`config.mk`:
```
export PLATFORM = sky130hd
export DESIGN_NAME = cam_line_packer
export DESIGN_NICKNAME = d
export VERILOG_FILES = /design/src/rtl/cam_line_packer_pkg.sv /design/src/rtl/cam_line_packer.sv
export SDC_FILE = /design/constraint.sdc
export NUM_CORES = 1
export LEC_CHECK = 0
export ABC_AREA = 1
export CAP_MARGIN = 20
export CORE_MARGIN = 2
export CORE_UTILIZATION = 48
export CTS_CLUSTER_DIAMETER = 80
export DETAILED_ROUTE_END_ITERATION = 10
export PLACE_DENSITY = 0.76
export SLEW_MARGIN = 20
export SYNTH_ARGS = -nofsm -noshare
export SYNTH_HDL_FRONTEND = slang
export SYNTH_SLANG_ARGS = --single-unit
```
`constraint.sdc`:
```
create_clock -name clk -period 1.94 [get_ports clk]
set_input_delay 0.388 -clock clk [delete_from_list [all_inputs] [get_ports clk]]
set_output_delay 0.388 -clock clk [all_outputs]
set_load 0.02 [all_outputs]
```
`src/rtl/cam_line_packer_pkg.sv`:
```
// Shared constants and state encoding for the camera line packer and the UDP line transmitter.
package cam_line_packer_pkg;

    localparam int unsigned BYTES_PER_PX = 2;
    localparam int unsigned DEF_IMG_W    = 640;
    localparam int unsigned LINE_BYTES   = DEF_IMG_W * BYTES_PER_PX;
    localparam logic [7:0]  PAD_BYTE     = 8'h00;

    typedef enum logic [2:0] {
        S_SYNC,
        S_LO,
        S_HI,
        S_PAD,
        S_DROP,
        S_TRUNC
    } state_e;

endpackage

```
`src/rtl/cam_line_packer.sv`:
```
// Serialises 16-bit pixels into the 8-bit source FIFO, low byte first, emitting only whole
// lines of exactly LINE_BYTES bytes (admission check, padding of short lines, truncation).
module cam_line_packer
    import cam_line_packer_pkg::*;
#(
    parameter int unsigned IMG_W        = cam_line_packer_pkg::DEF_IMG_W,
    parameter int unsigned BYTES_PER_PX = cam_line_packer_pkg::BYTES_PER_PX,
    parameter int unsigned LINE_BYTES   = IMG_W * BYTES_PER_PX,
    parameter int unsigned FIFO_DEPTH   = 4096,
    parameter logic [7:0]  PAD_BYTE     = cam_line_packer_pkg::PAD_BYTE
) (
    input  logic        clk,
    input  logic        rst,
    input  logic [15:0] pix_data,
    input  logic        pix_valid,
    input  logic        pix_sol,
    output logic        pix_ready,
    output logic [7:0]  fifo_din,
    output logic        fifo_wr,
    input  logic        fifo_full,
    input  logic [15:0] fifo_wrusedw,
    output logic [15:0] dbg_drop_cnt,
    output logic [15:0] dbg_pad_cnt,
    output logic [15:0] dbg_trunc_cnt,
    output logic        dbg_ovf
);

    localparam logic [16:0] DEPTH17    = 17'(FIFO_DEPTH);
    localparam logic [16:0] LINE_B17   = 17'(LINE_BYTES);
    localparam logic [15:0] LINE_B16   = 16'(LINE_BYTES);
    localparam logic [15:0] LAST_PX    = 16'(IMG_W);

    state_e      state_q, state_d;
    logic [15:0] pix_q, pix_d;
    logic [15:0] px_cnt_q, px_cnt_d;
    logic [15:0] byte_cnt_q, byte_cnt_d;
    logic        hi_done_q, hi_done_d;
    logic        trunc_seen_q, trunc_seen_d;
    logic        fifo_wr_q, fifo_wr_d;
    logic [7:0]  fifo_din_q, fifo_din_d;
    logic [15:0] drop_cnt_q, drop_cnt_d;
    logic [15:0] pad_cnt_q, pad_cnt_d;
    logic [15:0] trunc_cnt_q, trunc_cnt_d;
    logic        ovf_q, ovf_d;

    logic [16:0] free_bytes;
    logic        admit;
    logic [15:0] px_next;
    logic        hi_open;

    // Guard against a used count above depth so the subtraction cannot wrap to a huge value.
    always_comb begin
        if (17'(fifo_wrusedw) > DEPTH17) begin
            free_bytes = '0;
        end else begin
            free_bytes = DEPTH17 - 17'(fifo_wrusedw);
        end
        admit   = (free_bytes >= LINE_B17);
        px_next = px_cnt_q + 16'd1;
    end

    always_comb begin
        state_d      = state_q;
        pix_d        = pix_q;
        px_cnt_d     = px_cnt_q;
        byte_cnt_d   = byte_cnt_q;
        hi_done_d    = hi_done_q;
        trunc_seen_d = trunc_seen_q;
        fifo_wr_d    = 1'b0;
        fifo_din_d   = fifo_din_q;
        drop_cnt_d   = drop_cnt_q;
        pad_cnt_d    = pad_cnt_q;
        trunc_cnt_d  = trunc_cnt_q;
        ovf_d        = ovf_q;
        pix_ready    = 1'b0;
        hi_open      = 1'b0;

        unique case (state_q)
            S_SYNC: begin
                pix_ready = 1'b1;
                if (pix_valid && pix_sol) begin
                    if (admit) begin
                        pix_d        = pix_data;
                        px_cnt_d     = '0;
                        byte_cnt_d   = '0;
                        trunc_seen_d = 1'b0;
                        state_d      = S_LO;
                    end else begin
                        drop_cnt_d = drop_cnt_q + 16'd1;
                        state_d    = S_DROP;
                    end
                end
            end
            S_LO: begin
                if (fifo_full) begin
                    ovf_d = 1'b1;
                end else begin
                    fifo_wr_d  = 1'b1;
                    fifo_din_d = pix_q[7:0];
                    byte_cnt_d = byte_cnt_q + 16'd1;
                    hi_done_d  = 1'b0;
                    state_d    = S_HI;
                end
            end
            S_HI: begin
                hi_open = hi_done_q;
                if (!hi_done_q) begin
                    if (fifo_full) begin
                        ovf_d = 1'b1;
                    end else begin
                        fifo_wr_d  = 1'b1;
                        fifo_din_d = pix_q[15:8];
                        byte_cnt_d = byte_cnt_q + 16'd1;
                        px_cnt_d   = px_next;
                        hi_done_d  = 1'b1;
                        if (px_next == LAST_PX) begin
                            state_d = S_TRUNC;
                        end else begin
                            hi_open = 1'b1;
                        end
                    end
                end
                // A sol pixel here ends a short line; it is left pending for S_SYNC.
                if (hi_open) begin
                    pix_ready = !(pix_valid && pix_sol);
                    if (pix_valid) begin
                        if (pix_sol) begin
                            state_d = S_PAD;
                        end else begin
                            pix_d   = pix_data;
                            state_d = S_LO;
                        end
                    end
                end
            end
            S_PAD: begin
                if (byte_cnt_q == LINE_B16) begin
                    pad_cnt_d = pad_cnt_q + 16'd1;
                    state_d   = S_SYNC;
                end else if (fifo_full) begin
                    ovf_d = 1'b1;
                end else begin
                    fifo_wr_d  = 1'b1;
                    fifo_din_d = PAD_BYTE;
                    byte_cnt_d = byte_cnt_q + 16'd1;
                end
            end
            S_TRUNC: begin
                pix_ready = !(pix_valid && pix_sol);
                if (pix_valid) begin
                    if (pix_sol) begin
                        state_d = S_SYNC;
                    end else if (!trunc_seen_q) begin
                        trunc_cnt_d  = trunc_cnt_q + 16'd1;
                        trunc_seen_d = 1'b1;
                    end
                end
            end
            S_DROP: begin
                pix_ready = !(pix_valid && pix_sol);
                if (pix_valid && pix_sol) begin
                    state_d = S_SYNC;
                end
            end
            default: begin
                state_d = S_SYNC;
            end
        endcase

        if (rst) begin
            pix_ready = 1'b0;
        end
    end

    always_ff @(posedge clk) begin
        if (rst) begin
            state_q      <= S_SYNC;
            pix_q        <= '0;
            px_cnt_q     <= '0;
            byte_cnt_q   <= '0;
            hi_done_q    <= 1'b0;
            trunc_seen_q <= 1'b0;
            fifo_wr_q    <= 1'b0;
            fifo_din_q   <= '0;
            drop_cnt_q   <= '0;
            pad_cnt_q    <= '0;
            trunc_cnt_q  <= '0;
            ovf_q        <= 1'b0;
        end else begin
            state_q      <= state_d;
            pix_q        <= pix_d;
            px_cnt_q     <= px_cnt_d;
            byte_cnt_q   <= byte_cnt_d;
            hi_done_q    <= hi_done_d;
            trunc_seen_q <= trunc_seen_d;
            fifo_wr_q    <= fifo_wr_d;
            fifo_din_q   <= fifo_din_d;
            drop_cnt_q   <= drop_cnt_d;
            pad_cnt_q    <= pad_cnt_d;
            trunc_cnt_q  <= trunc_cnt_d;
            ovf_q        <= ovf_d;
        end
    end

    assign fifo_wr       = fifo_wr_q;
    assign fifo_din      = fifo_din_q;
    assign dbg_drop_cnt  = drop_cnt_q;
    assign dbg_pad_cnt   = pad_cnt_q;
    assign dbg_trunc_cnt = trunc_cnt_q;
    assign dbg_ovf       = ovf_q;

endmodule

```
[After elaboration in Yosys (flattened, before gate mapping)]
Cells that the tools add are included.
Operators by class
  bitwise logic cells: 3
  order comparisons: 2
  mux-type cells: 59
  equal/unequal tests: 22
  reduce and logical (&&, ||, !) cells: 20
  add/sub/neg operators: 6
Operators with widths (number)
  $mux 16: 12
  $add 16x1->16 const B: 5
  $pmux 16 s2: 2
  $pmux 16 s4: 1
  $mux 8: 5
  $mux 3: 12
  $ne 2x2->1 const B: 15
  $pmux 8 s3: 1
  $mux 1: 18
  $pmux 3 s6: 1
  $reduce_and 6->1: 3
  $ge 17x11->1 const B: 1
  $mux 17: 1
  $sub 13x16->17 const A: 1
  $eq 16x10->1 const B: 1
  $eq 16x11->1 const B: 1
  $gt 16x13->1 const B: 1
  $reduce_and 5->1: 3
  $pmux 1 s3: 3
  $eq 3x2->1 const B: 2
  $eq 3x3->1 const B: 2
  $reduce_and 3->1: 2
  $reduce_bool 2->1: 3
  $pmux 1 s2: 2
  other kinds (11): 14
Storage, ports and cells
  output and inout port bits: 59
  register bits after elaboration: 111
  word-level logic and storage cells: 124
  input bits: 37

[Longest topological paths before layout]
Gate-level depths: netlist (run 1).
  depth in word-level cells: 9
  depth in mapped cells: 17
  gate-level depth less buffers: 17

[Least setup slack after synthesis (run 1)]
OpenSTA, ideal clock, no wires.
  kind: flip-flop to output port
  from: register px_cnt_q[1]
  to: output port pix_ready
  setup slack: -0.165 ns
  cell stages (with the launch flop): 14
  arrival: 1.717 ns
  buffers on the path: 0
  cells stage by stage: dfxtp_1 ha_1 nand2_1 nor2_4 nand3_1 nand2_1 nor2_1 nand3_1 nor2_1 nand3_2 nand2_1 nand2_1 nand3_1 a31oi_1
Between the ends
  longest elaborated chain between the ends: 9
Ends and longest elaborated chain
  from (decl): RTL line cam_line_packer.sv:35  | logic [15:0] px_cnt_q, px_cnt_d;
  from (signal assigned): RTL line cam_line_packer.sv:192  | px_cnt_q <= px_cnt_d;
  $add 16x1->16: RTL line cam_line_packer.sv:59  | px_next = px_cnt_q + 16'd1;
  $eq 16x10->1: RTL line cam_line_packer.sv:116  | if (px_next == LAST_PX) begin
  $mux 1: RTL line cam_line_packer.sv:116
  $mux 1: RTL line cam_line_packer.sv:108  | if (fifo_full) begin
  $mux 1: RTL line cam_line_packer.sv:107  | if (!hi_done_q) begin
  $mux 1: RTL line cam_line_packer.sv:78  | unique case (state_q)
  $mux 1: RTL line cam_line_packer.sv:124  | if (hi_open) begin
  $pmux 1 s3: RTL line cam_line_packer.sv:78
  $mux 1: RTL line cam_line_packer.sv:170  | if (rst) begin
  to (decl): RTL line cam_line_packer.sv:17  | output logic pix_ready,
Every way passes these cells. The select of a mux whose other input is x is not followed.

[Worst setup path in the final report (run 1)]
Same ends and word-level chain as after synthesis.

==> parameters.txt, run 1 <==
Parameter                              Value

Timing
  Setup Total Neg Slack ... -11550 ps
  Maximum frequency from static timing analysis ... 362.1 MHz
  Endpoints failing hold ... 0
  Unrepaired setup endpoints after global routing ... yes
  Finish-stage setup viols ... 35
  Final critical path time including I/O delays and setup ... 2762 ps
  Post-route fraction of the period consumed by the critical path ... 1.424
  Crit path setup slack, layout ... -821.7 ps
  Relative slew slack ... 0.7099
  Clock skew after layout ... 12.75 ps
  Final slew viol count ... 0
  Slew at the pin closest to its max-slew limit ... 434.7 ps

Floorplan
  Rows ... 39
  Initial core utilization ... 0.4977
  Die area ... 12830 µm²
  Die X ... 113.3 µm
  Die height ... 113.3 µm
  IO Count ... 96
  Core area ... 11520 µm²

Finish
  Combined area of the multi-input logic cells ... 3777 µm²
  Most common cell after layout, fill and taps aside ... buf_4
  Post-synthesis to final-layout area growth ... 62.63%
  Layout cell share with drive strength beyond 1 ... 0.3500
  Post-route insts no fill ... 1223
  Sequential cell area ... 2257 µm²
  Number of inserted diodes ... 0
  Commonest non-fill, non-tap cells in the layout ... buf_4, nand2_1, dfxtp_1, nor2_1, clkdlybuf4s50_1
  Final nets ... 1119
  Count of filler cells inserted in the layout ... 646

Yosys
  Cell type contributing the most total cell area after synthesis ... dfxtp_1
  Net count after synthesis ... 864
  Async set-reset flop share out of synthesis ... 0
  Count of distinct cell types in the synthesized netlist ... 46
  Seq cells post-synth ... 111
  Netlist Area Pre-Place ... 5732 µm²
  Warning count from the yosys run ... 0
  EDFF count, synth ... 0
  Top flip-flop cell by instance count after synthesis ... dfxtp_1
  Sequential area share after synthesis ... 0.3877
  Synthesized area per cell ... 6.990 µm²
  Top cell type's share of synthesized area ... 0.3877
  Post-Synthesis Cells ... 820
  Most area-consuming cells after synthesis ... dfxtp_1, nand2_1, nor2_1, inv_1, o21ai_0

Power and ir drop
  Fraction of power spent switching nets ... 0.3288
  Sequential group share of total power ... 0.413
  Net Switching ... 2013 µW
  Internal ... 4111 µW
  Part of the power in the clock network ... 0.297
  Cell Pwr Density ... 657.0 nW/µm²
  Leakage power total ... 0.003600 µW
  Combinational share of power ... 0.291
  Peak supply drop ... 860.9 µV

Global routing
  Maximum number of pins on one net before global-route repair ... 41
  Aggregate global-route resource usage ... 0.3125
  Antenna violations before repair ... 0
  Global-route wire length before repair ... 32200 µm
  Vias in the first global route ... 6743
  Total overflow reported by the global router ... 0

Routing
  Number of design rule violations left after detail routing ... 0
  Total detailed-routing wirelength ... 22420 µm
  Via count ... 7255
  Average wire per cell in the routed design ... 18.33 µm
  Number of DRC violations after detailed-routing iteration 0 ... 678
  First-pass iteration count of the detailed router ... 6
  Residual antenna-violating net count after detailed routing ... 0
  Vias per cell ... 5.932

Clock tree
  Maximum root-to-sink buffer count ... 2
  Clock tree root buffer cell ... clkbuf_16
  Number of buffers created by CTS ... 9
  TritonCTS clock tree ... built
  Worst-Skew Late Latency ... 370 ps
  Clock Sinks ... 111
  Htree depth ... 3
  Clock transition at the register clock pins on the worst setup and hold paths after CTS ... 70 ps
  Number of hold-repair buffers added at the cts stage ... 0

Worst setup path
  Highest fanout seen on the critical path ... 4
  Worst Setup End Kind ... output port
  Worst setup path class ... flip-flop to output port
  Worst endpoint data arrival time ... 2370 ps
  Type of element launching the critical path ... flip-flop
  Worst EP required ... 1550 ps

Worst hold path
  Kind of path behind the tightest hold check ... flip-flop to flip-flop

Place
  Final Wtd Congestion ... 0.9107
  Port Buf Inserts ... 95
  Detailed placement HPWL ... 10910 µm
  Count of placed standard cells including taps ... 1149

Run status
  Violated checks ... negative setup slack
  Result of the run ... finished, violations left

Flow run
  Max Cap Viol ... 0
[metrics by stage]
step | util | area, µm² | power [µW] | hold slack, ps | worst slack [ps]
6_report | 0.8094 | 9321 | 6124 | 478.8 | -821.7
5_1_grt | 0.8094 | 9321 | 6325 | 495.4 | -909.9
4_1_cts | 0.7756 | 8932 | 5777 | 472.7 | -573.5
3_5_place_dp | 0.6688 | 7702 | 3574 | 462.2 | -690.3
3_3_place_gp | 0.6688 | 7702 | 3558 | 455.4 | -669.4
2_1_floorplan | - | 5774 | 3089 | 450.0 | -13.12
[what timing repair did]
item                                    CTS  global route
cloned                                    6             1
pin swaps                                53            73
setup buffers                            43            18
endpoints found under the setup margin   83            93
gates resized for setup                 176           119
[area by class of cell]
cell class	instances	area share
multi-input combinational	599	0.4052
timing repair buffer	265	0.2647
sequential	111	0.2421
inverter	88	0.03812
clock buffer	10	0.02456
tap	143	0.01919
clock inverter	6	0.004832
timing repair inverter	1	0.001208
[flip-flops by register name, indices dropped and copies added (netlist names)]
| register | flops |
|---|---|
| byte_cnt_q | 16 |
| dbg_drop_cnt | 16 |
| dbg_pad_cnt | 16 |
| dbg_trunc_cnt | 16 |
| pix_q | 16 |
| px_cnt_q | 16 |
| fifo_din | 8 |
| state_q | 3 |
| dbg_ovf | 1 |
| fifo_wr | 1 |
| hi_done_q | 1 |
| trunc_seen_q | 1 |
[routing by layer]
layer | up-vias | GRT usage | wire length [µm]
met1 | 3389 | 0.3519 | 8149
met2 | 478 | 0.5485 | 11090
met5 | - | 0 | 0
li1 | 3240 | - | -
met3 | 148 | 0.07338 | 1815
met4 | 0 | 0.1642 | 1363
[synth_stat cells (5+ instances only)]
cell / number
a211oi_1: 13
ha_1: 7
dfxtp_1: 111
nor2_2: 10
xnor2_1: 9
nor2_1: 123
buf_2: 7
nand2_1: 152
o21a_1: 5
nor3_1: 28
clkbuf_1: 14
xor2_1: 13
nand4_1: 21
o21ai_0: 55
nor4_1: 6
nand3_1: 53
a31oi_1: 11
a21oi_1: 45
inv_1: 83
[path summary, 6_finish.rpt]
| kind | start | to | slack [ps] | cells after the start |
|---|---|---|---|---|
| worst max register to register | px_cnt_q[1]$_SDFFE_PP0P_ | state_q[1]$_SDFFE_PP0P_ | -570 | 15 |
| worst min register to register | dbg_trunc_cnt[15]$_SDFFE_PP0P_ | dbg_trunc_cnt[15]$_SDFFE_PP0P_ | 480 | 2 |
| worst min-delay path | dbg_trunc_cnt[15]$_SDFFE_PP0P_ | dbg_trunc_cnt[15]$_SDFFE_PP0P_ | 480 | 2 |
| worst max-delay path | px_cnt_q[1]$_SDFFE_PP0P_ | pix_ready | -820 | 12 |
[power groups by stage]
stage / clock, µW / sequential [µW] / combinational [µW]
detailed placement: 0 / 2530 / 1040
floorplan: 0 / 2550 / 538
finish: 1820 / 2530 / 1780
global route: 1920 / 2530 / 1870
CTS: 1800 / 2490 / 1480
global placement: 0 / 2530 / 1030
[critical path, cell delays in order, from the launching register on]
cell	delay (ps)
dfxtp_4	380
nand3_1	210
nand2_1	180
nand3_1	100
nor2_1	200
nand3_1	160
nor2_2	160
nand3_2	120
nand2_2	130
nand2_4	70
nand3_4	80
a31oi_4	80
buf_6	140
[kinds of logic after synthesis]
group	count (synthesis)	share of synthesized area
AO/OA/AOI/OAI	146	0.1465
XOR/XNOR	22	0.03362
adder cells (fa/ha/maj)	7	0.01528
buffers and inverters	112	0.07793
flip-flops	111	0.3877
AND/OR/NAND/NOR	422	0.3390
Power figures use the tool's default switching activity.
==> inputs of run 2 (changes only) <==
--- a/config.mk
+++ b/config.mk
@@ -11,7 +11,7 @@
 export CORE_UTILIZATION = 48
 export CTS_CLUSTER_DIAMETER = 80
 export DETAILED_ROUTE_END_ITERATION = 10
-export PLACE_DENSITY = 0.76
+export PLACE_DENSITY = 0.83
 export SLEW_MARGIN = 20
 export SYNTH_ARGS = -nofsm -noshare
 export SYNTH_HDL_FRONTEND = slang
==> run 2 against run 1 <==
- the run still ends with negative setup slack left
- wire length grew 9.1%
- final area grew 0.16%
- core utilization grew 0.13 points
- maximum frequency grew 2.1%
- critical path depth grew 1
- die area is the same
- clock skew shrank 4.3 ps
- via count grew 2.2%
- sequential share of layout area shrank 0.15 points
- hold slack gained 19 ps
==> parameters.txt, run 2 (synthesis results as in run 1) <==
Parameter                              Value

Routing
  Average wire per cell in the routed design ... 20.22 µm
  Via count ... 7417
  Residual antenna-violating net count after detailed routing ... 0
  First-pass iteration count of the detailed router ... 6
  Number of DRC violations after detailed-routing iteration 0 ... 977
  Total detailed-routing wirelength ... 24470 µm
  Number of design rule violations left after detail routing ... 0
  Vias per cell ... 6.130

Timing
  Relative slew slack ... 0.6252
  Finish-stage setup viols ... 66
  Endpoints failing hold ... 0
  Unrepaired setup endpoints after global routing ... yes
  Crit path setup slack, layout ... -763.6 ps
  Final critical path time including I/O delays and setup ... 2704 ps
  Final slew viol count ... 0
  Clock skew after layout ... 8.420 ps
  Post-route fraction of the period consumed by the critical path ... 1.394
  Maximum frequency from static timing analysis ... 369.9 MHz
  Slew at the pin closest to its max-slew limit ... 559.1 ps
  Fin Hold WS ... 497.8 ps

Finish
  Most common cell after layout, fill and taps aside ... buf_4
  Sequential cell area ... 2247 µm²
  Count of filler cells inserted in the layout ... 572
  Combined area of the multi-input logic cells ... 3886 µm²
  Final nets ... 1106
  Commonest non-fill, non-tap cells in the layout ... buf_4, nand2_1, dfxtp_1, nor2_1, clkdlybuf4s50_1
  Post-route insts no fill ... 1210
  Layout cell share with drive strength beyond 1 ... 0.3440
  Post-synthesis to final-layout area growth ... 62.89%
  Number of inserted diodes ... 0

Worst setup path
  Register-to-register path setup slack ... -460 ps
  Highest fanout seen on the critical path ... 4
  Worst Setup End Kind ... output port
  Worst EP required ... 1550 ps
  Worst setup path class ... flip-flop to output port
  CP startpoint ... px_cnt_q[0]$_SDFFE_PP0P_
  Capture instance of the worst register-to-register path ... state_q[0]$_SDFFE_PP0P_
  Worst endpoint data arrival time ... 2320 ps
  Type of element launching the critical path ... flip-flop
  Cell count of the worst reg-to-reg path ... 17
  R2r startpoint ... px_cnt_q[0]$_SDFFE_PP0P_

Worst hold path
  Kind of path behind the tightest hold check ... flip-flop to flip-flop
  Capture endpoint of the worst hold path ... dbg_pad_cnt[15]$_SDFFE_PP0P_
  Worst hold path depth ... 2
  Min-Delay Startpoint ... dbg_pad_cnt[15]$_SDFFE_PP0P_

Place
  Count of placed standard cells including taps ... 1141
  Final Wtd Congestion ... 0.8765
  Detailed placement HPWL ... 11260 µm
  Port Buf Inserts ... 95

Global routing
  Maximum number of pins on one net before global-route repair ... 39
  Routing usage on met3 ... 0.07445
  Highest-utilization routing layer at the global route stage ... met2
  Global-route wire length before repair ... 32440 µm
  Met1 track demand over resource ... 0.3491
  Total overflow reported by the global router ... 0
  Vias in the first global route ... 6744
  Aggregate global-route resource usage ... 0.3123
  Antenna violations before repair ... 0
  Grt met2 use ... 0.5601

Run status
  Result of the run ... finished, violations left
  Violated checks ... negative setup slack

Floorplan
  Core area ... 11520 µm²
  Die height ... 113.3 µm
  Die area ... 12830 µm²
  Rows ... 39
  Die X ... 113.3 µm
  IO Count ... 96
  Initial core utilization ... 0.4977

Clock tree
  TritonCTS clock tree ... built
  Clock transition at the register clock pins on the worst setup and hold paths after CTS ... 80 ps
  Number of hold-repair buffers added at the cts stage ... 0
  Worst-Skew Late Latency ... 370 ps
  Maximum root-to-sink buffer count ... 2
  Clock tree root buffer cell ... clkbuf_16
  Number of buffers created by CTS ... 9
  Clock Sinks ... 111
  Htree depth ... 3

Power and ir drop
  Peak supply drop ... 660.1 µV
  Cell Pwr Density ... 686.2 nW/µm²
  Final Power ... 6406 µW
  Leakage power total ... 0.003635 µW

Flow run
  Max Cap Viol ... 0
[run 2: timing repair]
item,in CTS,in global routing
gates resized for setup,178,132
buffers inserted,37,22
pin swaps,60,58
setup endpoints to repair,82,97
gates cloned,7,1
[run 2: routing by layer]
layer | vias up | wire length (µm)
met1 | 3430 | 8525
met4 | 0 | 2144
met2 | 561 | 11750
met3 | 217 | 2049
li1 | 3209 | -
met5 | - | 0
[run 2: power by group]
group	switching [µW]	total [µW]	internal [µW]
Combinational	963	1730	765
Clock	980	2150	1170
Sequential	129	2530	2400
[run 2: worst max path at each step]
stage / to / slack, ps / cells after the start
detailed placement: pix_ready / -740 / 13
floorplan: pix_q[0]$_SDFFE_PP0P_ / -10 / 14
CTS: pix_ready / -570 / 13
global placement: pix_ready / -660 / 14
global route: pix_ready / -900 / 13
finish: pix_ready / -760 / 13
[run 2: cell type report]
class,instances,share of cell area
timing repair inverter,1,0.001206
clock buffer,9,0.02412
clock inverter,7,0.01166
sequential,111,0.2407
timing repair buffer,252,0.2494
multi-input combinational,599,0.4162
inverter,88,0.03752
tap,143,0.01916
[run 2: through the flow]
step / instance area [µm²] / setup slack, ps / utilization / TNS (ps)
after CTS: 8746 / -572.1 / 0.7595 / -3845
after detailed placement: 7630 / -739.8 / 0.6625 / -43450
after global routing: 9336 / -898.7 / 0.8107 / -18260
final: 9336 / -763.6 / 0.8107 / -12360
after global placement: 7630 / -664.8 / 0.6625 / -39500
after floorplan: 5774 / -13.12 / - / -142.6
[run 2: worst max-delay path: stages, from the launching register on]
cell	delay, ps
dfxtp_4	390
ha_4	180
nand3_4	90
nor2_1	150
nand3_1	130
nand2_1	150
nand3_1	110
nor2_1	160
nand3_2	110
nand2_2	90
nand2_2	60
nand3_2	90
a31oi_4	80
buf_6	140
